[config.mk]
export PLATFORM = sky130hd
export DESIGN_NAME = demux1to4b4_reg_flat
export DESIGN_NICKNAME = d
export VERILOG_FILES = /design/src/rtl/demux1to4b4_reg_if.sv /design/src/rtl/demux1to4b4_reg.sv /design/src/flat_wrapper.sv
export SDC_FILE = /design/constraint.sdc
export NUM_CORES = 1
export LEC_CHECK = 0
export ABC_AREA = 1
export CAP_MARGIN = 40
export CELL_PAD_IN_SITES_DETAIL_PLACEMENT = 1
export CELL_PAD_IN_SITES_GLOBAL_PLACEMENT = 1
export CORE_UTILIZATION = 41
export DETAILED_ROUTE_END_ITERATION = 7
export DONT_BUFFER_PORTS = 1
export PLACE_DENSITY = 0.78
export SLEW_MARGIN = 20
export SYNTH_ARGS = -nofsm -noshare
export SYNTH_HDL_FRONTEND = slang
export SYNTH_SLANG_ARGS = --single-unit
[constraint.sdc]
create_clock -name clk -period 1.33 [get_ports clk]
set_input_delay 0.1995 -clock clk [delete_from_list [all_inputs] [get_ports clk]]
set_output_delay 0.1995 -clock clk [all_outputs]
set_load 0.01 [all_outputs]
[src/rtl/demux1to4b4_reg_if.sv]
// Bus bundle for the registered 1-to-4 demux: one input stream fanned out to
// four held output channels, each with its own consumer handshake.
interface demux1to4b4_reg_if #(
    parameter int W  = 4,
    parameter int CW = 8
);
    // Handshake: a word moves on a rising edge exactly when valid and ready are
    // both 1; ready never depends on valid, and a source that sees valid=1 and
    // ready=0 keeps its payload (I, s, bcast) stable until the transfer.
    logic [1:0]    s;
    logic          bcast;
    logic [W-1:0]  I;
    logic          i_valid;
    logic          i_ready;
    logic [W-1:0]  o0;
    logic [W-1:0]  o1;
    logic [W-1:0]  o2;
    logic [W-1:0]  o3;
    logic [3:0]    o_valid;
    logic [3:0]    o_ready;
    logic [CW-1:0] cnt0;
    logic [CW-1:0] cnt1;
    logic [CW-1:0] cnt2;
    logic [CW-1:0] cnt3;
    logic [3:0]    ch_full_dbg;

    modport master (
        output s, bcast, I, i_valid, o_ready,
        input  i_ready, o0, o1, o2, o3, o_valid,
        input  cnt0, cnt1, cnt2, cnt3, ch_full_dbg
    );

    modport slave (
        input  s, bcast, I, i_valid, o_ready,
        output i_ready, o0, o1, o2, o3, o_valid,
        output cnt0, cnt1, cnt2, cnt3, ch_full_dbg
    );
endinterface

[src/rtl/demux1to4b4_reg.sv]
// Registered 1-to-4 demux: steers each accepted word into one channel (or all
// four in broadcast) and holds it until that channel's consumer takes it.
module demux1to4b4_reg #(
    parameter int W  = 4,
    parameter int CW = 8
) (
    input logic              clk,
    input logic              rst_n,
    demux1to4b4_reg_if.slave bus
);
    typedef enum logic {
        EMPTY = 1'b0,
        FULL  = 1'b1
    } ch_state_e;

    ch_state_e     state_q [4];
    logic [W-1:0]  data_q  [4];
    logic [CW-1:0] cnt_q   [4];
    logic [3:0]    full;
    logic [3:0]    free;
    logic [3:0]    wr;
    logic          accept;

    always_comb begin
        full = 4'b0000;
        for (int k = 0; k < 4; k++) begin
            full[k] = (state_q[k] == FULL);
        end
    end

    // A channel can take a new word if it is empty or is being drained this cycle.
    assign free        = ~full | bus.o_ready;
    assign bus.i_ready = bus.bcast ? (&free) : free[bus.s];
    assign accept      = bus.i_valid & bus.i_ready;

    always_comb begin
        wr = 4'b0000;
        for (int k = 0; k < 4; k++) begin
            wr[k] = accept & (bus.bcast | (bus.s == 2'(k)));
        end
    end

    always_ff @(posedge clk or negedge rst_n) begin
        if (!rst_n) begin
            for (int k = 0; k < 4; k++) begin
                state_q[k] <= EMPTY;
                data_q[k]  <= '0;
                cnt_q[k]   <= '0;
            end
        end else begin
            for (int k = 0; k < 4; k++) begin
                case (state_q[k])
                    EMPTY: begin
                        if (wr[k]) begin
                            state_q[k] <= FULL;
                        end
                    end
                    FULL: begin
                        if (!wr[k] && bus.o_ready[k]) begin
                            state_q[k] <= EMPTY;
                        end
                    end
                    default: state_q[k] <= EMPTY;
                endcase
                if (wr[k]) begin
                    data_q[k] <= bus.I;
                    cnt_q[k]  <= cnt_q[k] + 1'b1;
                end
            end
        end
    end

    assign bus.o_valid     = full;
    assign bus.ch_full_dbg = full;
    assign bus.o0          = data_q[0];
    assign bus.o1          = data_q[1];
    assign bus.o2          = data_q[2];
    assign bus.o3          = data_q[3];
    assign bus.cnt0        = cnt_q[0];
    assign bus.cnt1        = cnt_q[1];
    assign bus.cnt2        = cnt_q[2];
    assign bus.cnt3        = cnt_q[3];
endmodule

[src/flat_wrapper.sv]
// flat-port wrapper written by rule: the top's interface ports become plain ports
module demux1to4b4_reg_flat 
#(
    parameter int W  = 4,
    parameter int CW = 8
)
  (clk, rst_n, bus_s, bus_bcast, bus_I, bus_i_valid, bus_o_ready, bus_i_ready, bus_o0, bus_o1, bus_o2, bus_o3, bus_o_valid, bus_cnt0, bus_cnt1, bus_cnt2, bus_cnt3, bus_ch_full_dbg);
  demux1to4b4_reg_if #(.W(W), .CW(CW)) bus_i ();
  input logic clk;
  input logic rst_n;
  input wire logic [$bits(bus_i.s)-1:0] bus_s;
  input wire logic [$bits(bus_i.bcast)-1:0] bus_bcast;
  input wire logic [$bits(bus_i.I)-1:0] bus_I;
  input wire logic [$bits(bus_i.i_valid)-1:0] bus_i_valid;
  input wire logic [$bits(bus_i.o_ready)-1:0] bus_o_ready;
  output wire logic [$bits(bus_i.i_ready)-1:0] bus_i_ready;
  output wire logic [$bits(bus_i.o0)-1:0] bus_o0;
  output wire logic [$bits(bus_i.o1)-1:0] bus_o1;
  output wire logic [$bits(bus_i.o2)-1:0] bus_o2;
  output wire logic [$bits(bus_i.o3)-1:0] bus_o3;
  output wire logic [$bits(bus_i.o_valid)-1:0] bus_o_valid;
  output wire logic [$bits(bus_i.cnt0)-1:0] bus_cnt0;
  output wire logic [$bits(bus_i.cnt1)-1:0] bus_cnt1;
  output wire logic [$bits(bus_i.cnt2)-1:0] bus_cnt2;
  output wire logic [$bits(bus_i.cnt3)-1:0] bus_cnt3;
  output wire logic [$bits(bus_i.ch_full_dbg)-1:0] bus_ch_full_dbg;
  assign bus_i.s = bus_s;
  assign bus_i.bcast = bus_bcast;
  assign bus_i.I = bus_I;
  assign bus_i.i_valid = bus_i_valid;
  assign bus_i.o_ready = bus_o_ready;
  assign bus_i_ready = bus_i.i_ready;
  assign bus_o0 = bus_i.o0;
  assign bus_o1 = bus_i.o1;
  assign bus_o2 = bus_i.o2;
  assign bus_o3 = bus_i.o3;
  assign bus_o_valid = bus_i.o_valid;
  assign bus_cnt0 = bus_i.cnt0;
  assign bus_cnt1 = bus_i.cnt1;
  assign bus_cnt2 = bus_i.cnt2;
  assign bus_cnt3 = bus_i.cnt3;
  assign bus_ch_full_dbg = bus_i.ch_full_dbg;
  demux1to4b4_reg #(.W(W), .CW(CW)) u_core (.clk(clk), .rst_n(rst_n), .bus(bus_i));
endmodule
==> results.py <==
metrics = {
    "clock_tree": {
        "cts.clk_slew.worst_paths_ns": 0.10,
        "cell_at_the_root_of_the_clock_tree": "sky130_fd_sc_hd__clkbuf_8",
        "clock_tree.htree_level_count": 2,
        "cts.path.max_buffers": 2,
        "clkLatencyLatePin_ns": 0.32,
        "numCtsBuffers": 5,
        "hold_buffers": 2,
        "clock_sink_count": 52,
        "tritoncts": "done",
    },
    "placed_design": {
        "detailed_place.area_um2": 3164,
        "dp_hpwl_um": 5465,
        "gp_congestion": 0.7294,
        "buffer_ports.inserted": 0,
        "post-place-ws_ns": -0.1142,
    },
    "setup_path": {
        "timing.critical_path.required_ns": 1.13,
        "criticalPathCategory": "reg2out",
        "setup.worst_path.end_class": "primary output",
        "worst_r2r_path_depth": 10,
        "cp_max_fo": 3,
        "worst-endpoint-arrival_ns": 1.39,
        "start_kind": "register",
    },
    "die": {
        "horizontal_extent_of_the_die_um": 86.52,
        "die_area_um2": 7486,
        "num_rows": 30,
        "chipHeight_um": 86.52,
        "floorplan.core_area_um2": 6832,
        "floorplan.initialDensity_pct": 42.88,
        "top_level_ports": 71,
    },
    "synthesis": {
        "netlist_instances": 367,
        "synth_sequential_area_ratio_pct": 44.43,
        "prevailing_post_synth_register_cell": "sky130_fd_sc_hd__dfrtp_1",
        "ys.warnings.count": 0,
        "yosys_register_bits": 52,
        "synth_enable_flop_cells": 0,
        "post_synth_num_cell_types": 24,
        "synth_async_sr_flop_share_pct": 100.0,
        "synthesis.area_per_instance_um2": 7.981,
        "syn_area_um2": 2929,
        "postSynthNetCount": 385,
    },
    "pwr": {
        "p_int_mw": 3.382,
        "power.share.switching_pct": 38.71,
        "comb_power_share_pct": 38.4,
        "total_power_mw": 5.518,
        "seqPwrFrac_pct": 43.8,
        "leakage_nw": 1.823,
        "power_density_nw_per_um2": 1537,
        "pwr-share-clk_pct": 17.8,
        "power_switching_mw": 2.136,
        "irDropWorstVdd_mv": 0.7675,
    },
    "outcome": {
        "violations": "negative hold slack, negative setup slack",
        "run_status": "finished, violations left",
    },
    "grt": {
        "global_route.usage.total_pct": 24.74,
        "grt_first_pass_wirelength_um": 14320,
        "pin_count_of_the_biggest_net_entering_global_routing": 57,
        "first_global_vias": 2844,
        "initial_antenna_violation_count": 0,
        "grt_residual_overflow": 0,
    },
    "cells_and_area": {
        "final_area_um2": 3591,
        "antenna-diode-count": 0,
        "syn_to_layout_area_delta_pct": 22.60,
        "drive_gt1_share_pct": 20.60,
        "layout_commonest_cell": "sky130_fd_sc_hd__nand2_1",
        "fin_nets": 420,
        "num-fill-cells": 835,
        "final_cell_mix": "139 x sky130_fd_sc_hd__nand2_1, 52 x sky130_fd_sc_hd__dfrtp_1, 50 x sky130_fd_sc_hd__nand4_1, 33 x sky130_fd_sc_hd__buf_4, 22 x sky130_fd_sc_hd__inv_1",
    },
    "sta": {
        "final.period_utilization_pct": 119.9,
        "postLayoutSetupSlackWorst_ns": -0.2644,
        "post_layout_min_period_ns": 1.594,
        "hold_violations": 52,
        "max_slew_margin_pct": 57.74,
        "whs_ns": -0.4391,
        "fin_worst_skew_ns": 0.01343,
        "final-setup-viol-count": 53,
        "setup_repair_after_global_routing_missed_its_margin": "true",
        "timing.final.max_slew_violations": 0,
        "fmaxAchievable_mhz": 627.2,
        "worst-slew-pin-transition_ns": 0.6297,
        "finalSetupTns_ns": -8.578,
    },
    "drt": {
        "remaining_drc_errors": 0,
        "routed_wl_um": 9044,
        "detailedRoute.firstPassIterationCount": 6,
        "wl_per_cell_um": 18.12,
        "drt-initial-drc-count": 126,
        "drt.antenna.violating_nets": 0,
        "post_drt_via_cell_ratio": 5.521,
        "vias": 2755,
    },
    "job": {
        "timing.max_cap.violations": 0,
    },
    "worst_hold_path": {
        "hp-class": "in2async",
    },
}
-- cells by family (layout without fill, tap and decap cells) --
group                      after synthesis  in the layout  share of synthesized area [%]
DFF                                     52             52                          44.43
buffers and inverters                   48             80                          8.500
adders and majority gates                4              4                          1.709
AOI/OAI and AO/OA                       10             10                          1.837
and+or+nand+nor                        241            245                          39.94
xor gates and xnor gates                12             12                          3.588
-- worst max-delay path, cell delays in order, from the launching register on --
cell                      delay (ns)
sky130_fd_sc_hd__dfrtp_1        0.41
sky130_fd_sc_hd__nand2_1        0.11
sky130_fd_sc_hd__nand2_1        0.08
sky130_fd_sc_hd__nand2_2        0.08
sky130_fd_sc_hd__nand3_2        0.09
sky130_fd_sc_hd__nor2_4         0.12
sky130_fd_sc_hd__buf_6          0.11
sky130_fd_sc_hd__buf_6          0.09
-- per-stage QoR --
stage,hold WS (ns),util [%],std cells
final,-0.4391,52.56,499
after global routing,-0.4548,52.56,499
after CTS,-0.4477,50.16,496
after detailed placement,-0.09500,46.32,476
after global placement,-0.09476,46.32,476
after floorplan,-0.09609,-,367
-- path summary, 6_finish.rpt --
check                                           from            endpoint  slack (ns)
max                        u_core.bus.ch_full_dbg[3]         bus_i_ready       -0.26
min                                            rst_n  u_core.bus.cnt3[2]       -0.44
max reg2reg                u_core.bus.ch_full_dbg[3]  u_core.bus.cnt1[4]       -0.21
min reg2reg                         u_core.bus.o1[2]    u_core.bus.o1[2]        0.55
max in group asynchronous                      rst_n    u_core.bus.o0[0]        1.64
min in group clk                         bus_i_valid  u_core.bus.cnt3[3]        0.02
-- metal layers --
metal	routed length (um)	track usage [%]	share of wire [%]	vias up
met2	4577	43.80	51	63
met3	442	5.238	4.9	10
li1	-	-	-	1290
met4	110	6.970	1.2	0
met5	0	0	0	-
met1	3913	30.39	43	1392
-- registers in the layout (all words and copies together) (netlist names) --
name and cells:
u_core.bus.ch_full_dbg 4, u_core.bus.cnt0 8, u_core.bus.cnt1 8, u_core.bus.cnt2 8, u_core.bus.cnt3 8, u_core.bus.o0 4, u_core.bus.o1 4, u_core.bus.o2 4
u_core.bus.o3 4
-- synth_stat cells, types with 4 or more instances --
library cell / instances / area, um2
sky130_fd_sc_hd__buf_2: 7 / 35.03
sky130_fd_sc_hd__buf_4: 4 / 30.03
sky130_fd_sc_hd__buf_6: 6 / 67.56
sky130_fd_sc_hd__clkbuf_1: 6 / 22.52
sky130_fd_sc_hd__dfrtp_1: 52 / 1301
sky130_fd_sc_hd__ha_1: 4 / 50.05
sky130_fd_sc_hd__inv_1: 23 / 86.33
sky130_fd_sc_hd__nand2_1: 149 / 559.3
sky130_fd_sc_hd__nand3_1: 10 / 50.05
sky130_fd_sc_hd__nand3b_1: 5 / 37.54
sky130_fd_sc_hd__nand4_1: 50 / 312.8
sky130_fd_sc_hd__nand4_4: 4 / 85.08
sky130_fd_sc_hd__nor2_1: 17 / 63.81
sky130_fd_sc_hd__o21ai_0: 6 / 30.03
sky130_fd_sc_hd__xnor2_1: 6 / 52.55
sky130_fd_sc_hd__xor2_1: 6 / 52.55
-- layout make-up --
type                    instances  area (um2)  area share (%)
clock buffers                   7       86.33           2.404
clock inverters                 1       7.507          0.2091
inverters                      25       98.84           2.753
multi-input cells             271        1503           41.85
flip-flops and latches         52        1301           36.24
well taps                      96       120.1           3.345
repair buffers                 47       474.2           13.21
-- repair_timing --
| action | in CTS | in global routing |
|---|---|---|
| resized for setup | 11 | 27 |
| buffers inserted | 6 | 1 |
| cloned | 4 | 2 |
| setup endpoints to repair | 52 | 53 |
| pin swaps | 11 | 14 |
| hold endpoints to repair | 54 | 52 |
-- power by group through the flow --
stage | Clock (mW) | Combinational [mW] | Sequential [mW]
floorplan | 0 | 0.989 | 2.52
global placement | 0 | 1.68 | 2.43
detailed placement | 0 | 1.76 | 2.44
CTS | 1.01 | 1.91 | 2.42
global route | 1.06 | 2.34 | 2.48
finish | 0.982 | 2.12 | 2.41
Power figures use the tool's default switching activity.
